--- config.mk ---
export PLATFORM = sky130hd
export DESIGN_NAME = spi_dac_multi_master
export DESIGN_NICKNAME = d
export VERILOG_FILES = /design/src/rtl/spi_dac_multi_master.sv
export SDC_FILE = /design/constraint.sdc
export NUM_CORES = 1
export LEC_CHECK = 0
export BUFFER_PORTS_ARGS = -buffer_cell sky130_fd_sc_hd__buf_4
export CORE_AREA = 2 2 68 70
export DETAILED_ROUTE_END_ITERATION = 10
export DIE_AREA = 0 0 70 72
export PLACE_DENSITY = 0.66
export SLEW_MARGIN = 10
export SYNTH_ARGS = -nofsm -noshare
export SYNTH_HDL_FRONTEND = slang
export SYNTH_SLANG_ARGS = --single-unit
export TNS_END_PERCENT = 100
--- constraint.sdc ---
create_clock -name clk_100mhz -period 3.9 [get_ports clk_100mhz]
set_clock_uncertainty 0.05 [all_clocks]
set_input_delay 0.195 -clock clk_100mhz [delete_from_list [all_inputs] [get_ports clk_100mhz]]
set_output_delay 0.195 -clock clk_100mhz [all_outputs]
set_load 0.01 [all_outputs]
--- src/rtl/spi_dac_multi_master.sv ---
// SPI write master for a multi-channel DAC (32-bit command frames, MSB first).
// A request in IDLE captures channel and code into the shift register; the frame
// then runs LOAD (one cycle, cs low) -> SHIFT (32 bits) -> GAP (cs high) -> IDLE.
// Optional feature: define SPI_DAC_INIT_EN to send an internal-reference-on frame
// (32'h08000001) after every reset before any request is accepted.
module spi_dac_multi_master #(
    parameter int unsigned DATA_W  = 12,
    parameter int unsigned NUM_CH  = 8,
    parameter int unsigned CLK_DIV = 50,
    parameter bit          CPOL    = 1'b1
) (
    input  logic              clk_100mhz,
    input  logic              rst,
    input  logic              start,
    input  logic [3:0]        ch_addr,
    input  logic [DATA_W-1:0] data_in,
    output logic              busy,
    output logic              done,
    output logic              err,
    output logic              sclk,
    output logic              mosi,
    output logic              cs
);

    localparam int unsigned DivW    = $clog2(CLK_DIV);
    localparam int unsigned DataLsb = 20 - DATA_W;

    typedef enum logic [2:0] {
        StIdle,
`ifdef SPI_DAC_INIT_EN
        StInit,
`endif
        StLoad,
        StShift,
        StGap
    } state_e;

    state_e            state_q, state_d;
    logic [DivW-1:0]   div_q, div_d;
    logic              phase_q, phase_d;   // 0: first half of bit (sclk = CPOL)
    logic [4:0]        bit_q, bit_d;
    logic [31:0]       shreg_q, shreg_d;
    logic              done_q, done_d;
    logic              err_q, err_d;
    logic              init_q, init_d;     // current frame is the init frame (no done)

    logic              addr_ok;
    logic              div_last;
    logic [31:0]       frame;

    assign addr_ok  = (32'(ch_addr) < NUM_CH) || (ch_addr == 4'hF);
    assign div_last = (div_q == DivW'(CLK_DIV - 1));
    assign frame    = {8'h03, ch_addr, 20'h0_0000} | (32'(data_in) << DataLsb);

    // Next-state logic: frame sequencing and divider/bit counting.
    always_comb begin
        state_d = state_q;
        div_d   = div_q;
        phase_d = phase_q;
        bit_d   = bit_q;
        shreg_d = shreg_q;
        done_d  = 1'b0;
        err_d   = 1'b0;
        init_d  = init_q;
        unique case (state_q)
            StIdle: begin
                if (start) begin
                    if (addr_ok) begin
                        shreg_d = frame;
                        init_d  = 1'b0;
                        state_d = StLoad;
                    end else begin
                        err_d = 1'b1;
                    end
                end
            end
`ifdef SPI_DAC_INIT_EN
            StInit: begin
                shreg_d = 32'h0800_0001;
                init_d  = 1'b1;
                state_d = StLoad;
            end
`endif
            StLoad: begin
                div_d   = '0;
                phase_d = 1'b0;
                bit_d   = '0;
                state_d = StShift;
            end
            StShift: begin
                if (div_last) begin
                    div_d   = '0;
                    phase_d = ~phase_q;
                    if (phase_q) begin
                        shreg_d = {shreg_q[30:0], 1'b0};
                        if (bit_q == 5'd31) begin
                            bit_d   = '0;
                            state_d = StGap;
                        end else begin
                            bit_d = bit_q + 5'd1;
                        end
                    end
                end else begin
                    div_d = div_q + DivW'(1);
                end
            end
            StGap: begin
                if (div_last) begin
                    div_d   = '0;
                    done_d  = ~init_q;
                    state_d = StIdle;
                end else begin
                    div_d = div_q + DivW'(1);
                end
            end
            default: state_d = StIdle;
        endcase
    end

    // State register with synchronous reset; reset also aborts any frame.
    always_ff @(posedge clk_100mhz) begin
        if (rst) begin
`ifdef SPI_DAC_INIT_EN
            state_q <= StInit;
`else
            state_q <= StIdle;
`endif
            div_q   <= '0;
            phase_q <= 1'b0;
            bit_q   <= '0;
            shreg_q <= '0;
            done_q  <= 1'b0;
            err_q   <= 1'b0;
            init_q  <= 1'b0;
        end else begin
            state_q <= state_d;
            div_q   <= div_d;
            phase_q <= phase_d;
            bit_q   <= bit_d;
            shreg_q <= shreg_d;
            done_q  <= done_d;
            err_q   <= err_d;
            init_q  <= init_d;
        end
    end

    // SPI pins decoded from registered state only; idle levels outside LOAD/SHIFT.
    always_comb begin
        cs   = 1'b1;
        mosi = 1'b0;
        sclk = CPOL;
        if (state_q == StLoad || state_q == StShift) begin
            cs   = 1'b0;
            mosi = shreg_q[31];
        end
        if (state_q == StShift && phase_q) begin
            sclk = ~CPOL;
        end
    end

    // busy is masked by rst so a held reset (INIT parked) reads as not busy.
    assign busy = (state_q != StIdle) && !rst;
    assign done = done_q;
    assign err  = err_q;

endmodule

==> results.sh <==
export IMPL_outcome="completed"
export IMPL_cts_clk_slew_worst_paths_ps=80
export IMPL_slew_viol_final=0
export IMPL_hold_path_endpoint="shreg_q[8]$_SDFFE_PP0P_"
export IMPL_synthArstFlopShare_pct=0
export IMPL_initial_core_util_pct=48.9
export IMPL_vias_per_cell=5.54
export IMPL_grt_max_degree=39
export IMPL_drive_gt1_share_pct=24.2
export IMPL_placed_cell_area_um2=2260
export IMPL_wl_met1_um=1930
export IMPL_dp_hpwl_um=2680
export IMPL_synth_area_top_cells="dfxtp_1, mux2i_1, a211oi_2"
export IMPL_leakage_nw=0.860
export IMPL_rows=24
export IMPL_end_kind="flop"
export IMPL_die_w_um=70
export IMPL_dr_wl_met3_um=163
export IMPL_clock_path_buffers=2
export IMPL_grt_pass1_wl_um=7010
export IMPL_cts_root_buf="clkbuf_8"
export IMPL_hold_buffers=0
export IMPL_critPathKind="flop to flop"
export IMPL_synthMostInstantiatedCell="dfxtp_1"
export IMPL_wl_per_cell_um=13.8
export IMPL_rrSetupSlack_ps=1540
export IMPL_yosysTopAreaCell="dfxtp_1"
export IMPL_layout_nets=262
export IMPL_yosysSeqAreaShare_pct=38.4
export IMPL_slew_headroom_pct=55.6
export IMPL_tns_ps=0
export IMPL_synth_fp_nets=243
export IMPL_cts_buffers=5
export IMPL_drc=0
export IMPL_intPower_w=0.000982
export IMPL_peakVddDrop_uv=408
export IMPL_fmax_mhz=424
export IMPL_rr_startpoint="state_q[0]$_SDFFE_PP0P_"
export IMPL_min_period_ps=2360
export IMPL_htreeDepth=2
export IMPL_synth_flop_cell="dfxtp_1"
export IMPL_fillers=410
export IMPL_rr_endpoint="shreg_q[25]$_SDFFE_PP0P_"
export IMPL_yosys_warnings=0
export IMPL_synth_top_area_share_pct=38.4
export IMPL_vias=1596
export IMPL_postCtsSetupBuffers=0
export IMPL_highest_layer="met4"
export IMPL_p_per_area_nw_per_um2=690
export IMPL_max_cap_violations=0
export IMPL_die_y_um=72
export IMPL_cts_tree="built"
export IMPL_whs_path_depth=3
export IMPL_grt_overflow_total=0
export IMPL_gp_congestion=0.705
export IMPL_final_setup_viol_count=0
export IMPL_cp_start_kind="flop"
export IMPL_ant_nets=0
export IMPL_n_antenna_cell=0
export IMPL_holdWs_ps=118
export IMPL_pwr_share_clk_pct=20.8
export IMPL_die_area_um2=5040
export IMPL_synth_top_cells_by_count="dfxtp_1, a21oi_1, mux2i_1"
export IMPL_grt_pass1_vias=1582
export IMPL_reg2reg_depth=7
export IMPL_power_switching_w=0.000654
export IMPL_routed_wl_met2_um=1850
export IMPL_design_area_um2=2370
export IMPL_switching_share_pct=40.0
export IMPL_drt_iter0_drc=128
export IMPL_power_frac_comb_pct=44.8
export IMPL_numPortBuffers=24
export IMPL_clk_latency_ps=290
export IMPL_seq_power_share_pct=34.4
export IMPL_antenna_found_initial=0
export IMPL_cp_max_fo=16
export IMPL_syn_area_um2=2080
export IMPL_netlist_instances=216
export IMPL_cts_sinks=40
export IMPL_synth_avg_cell_area_um2=9.64
export IMPL_yosys_register_bits=40
export IMPL_firstDrtPassIters=4
export IMPL_p_total_w=0.00164
export IMPL_min_from="data_in[0]"
export IMPL_fin_crit_sh_pct=60.4
export IMPL_ios=25
export IMPL_synth_distinct_cells=46
export IMPL_wl_um=3990
export IMPL_area_delta_synth_final_pct=13.8
export IMPL_rsz0062_at_grt="no"
export IMPL_hold_viol_final=0
export IMPL_core_area_um2=4260
export IMPL_hold_class="primary input to flop"
export IMPL_synth_edf_count=0
export IMPL_tightest_slew_ps=665
export IMPL_grt_usage_pct=17.1
export IMPL_cts_resized=0
export IMPL_dp_cells=280
export IMPL_cp_data_arrival_time_ps=2510
export IMPL_crit_required_ps=4050
export IMPL_stdcell_count=288
==> metrics by stage <==
stage          utilization, %  worst slack [ps]
6_report                 55.6              1540
5_1_grt                  55.6              1350
4_1_cts                  55.6              1530
3_5_place_dp             53.0              1550
3_3_place_gp             53.0              1630
2_1_floorplan               -              1970
==> cell usage in the layout, fill, tap and decap left out, drive strengths merged, types with 4 or more instances in the layout <==
| master | synthesis | layout |
|---|---|---|
| buf | 10 | 26 |
| nand4 | 6 | 6 |
| ha | 8 | 8 |
| dfxtp | 40 | 40 |
| nand3 | 8 | 8 |
| mux2i | 17 | 17 |
| a21oi | 32 | 32 |
| o21ai | 10 | 10 |
| a211oi | 15 | 15 |
| and2 | 4 | 4 |
| nor2 | 16 | 16 |
| clkbuf | 4 | 5 |
| nor2b | 5 | 5 |
| inv | 8 | 8 |
==> critical path, cell delays in order, from the launching register on <==
cell	delay (ps)
dfxtp_1	350
inv_1	90
ha_1	330
nor2b_4	190
a311oi_2	610
buf_4	330
a21oi_1	80
a311oi_1	250
==> cell families after synthesis <==
| family | after synthesis | synth area share [%] |
|---|---|---|
| AOI/OAI and AO/OA | 67 | 23.9 |
| xor gates and xnor gates | 5 | 2.10 |
| adders and majority gates | 8 | 4.80 |
| buffers and inverters | 22 | 5.53 |
| DFF | 40 | 38.4 |
| muxes | 18 | 8.71 |
| and+or+nand+nor | 56 | 16.5 |
==> routing by layer <==
| layer | vias up | global-route usage (%) |
|---|---|---|
| met4 | 0 | 6.41 |
| met5 | - | 0 |
| met3 | 4 | 4.44 |
| li1 | 823 | - |
| met1 | 742 | 21.6 |
| met2 | 27 | 28.5 |
==> power by group through the flow <==
| stage | registers (W) | clock network [W] | logic [W] |
|---|---|---|---|
| after floorplan | 0.000557 | 0 | 0.000636 |
| after global placement | 0.000570 | 0 | 0.000734 |
| after detailed placement | 0.000572 | 0 | 0.000741 |
| after CTS | 0.000563 | 0.000348 | 0.000742 |
| after global routing | 0.000573 | 0.000364 | 0.000814 |
| final | 0.000563 | 0.000340 | 0.000734 |
==> flip-flops by register name (all words and copies together) (netlist names) <==
register	count
shreg_q	24
div_q	6
bit_q	5
state_q	2
done	1
err	1
phase_q	1
==> worst max path at each step <==
stage | start | endpoint | slack [ps] | cells past startpoint
after floorplan | state_q[0]$_SDFFE_PP0P_ | state_q[0]$_SDFFE_PP0P_ | 1970 | 6
after global placement | state_q[0]$_SDFFE_PP0P_ | shreg_q[24]$_SDFFE_PP0P_ | 1630 | 7
after detailed placement | state_q[0]$_SDFFE_PP0P_ | shreg_q[25]$_SDFFE_PP0P_ | 1550 | 7
after CTS | state_q[0]$_SDFFE_PP0P_ | shreg_q[25]$_SDFFE_PP0P_ | 1530 | 7
after global routing | state_q[0]$_SDFFE_PP0P_ | shreg_q[25]$_SDFFE_PP0P_ | 1350 | 7
final | state_q[0]$_SDFFE_PP0P_ | shreg_q[25]$_SDFFE_PP0P_ | 1540 | 7
==> final cells by class <==
type | instances | area (um^2) | area share [%]
Tap cell | 52 | 65.1 | 2.75
Clock inverter | 3 | 42.5 | 1.80
Clock buffer | 5 | 68.8 | 2.90
Timing Repair Buffer | 26 | 195 | 8.24
Inverter | 8 | 30.0 | 1.27
Sequential cell | 40 | 801 | 33.8
Multi-Input combinational cell | 154 | 1170 | 49.3
No activity file was read; power rests on OpenSTA's default activity.
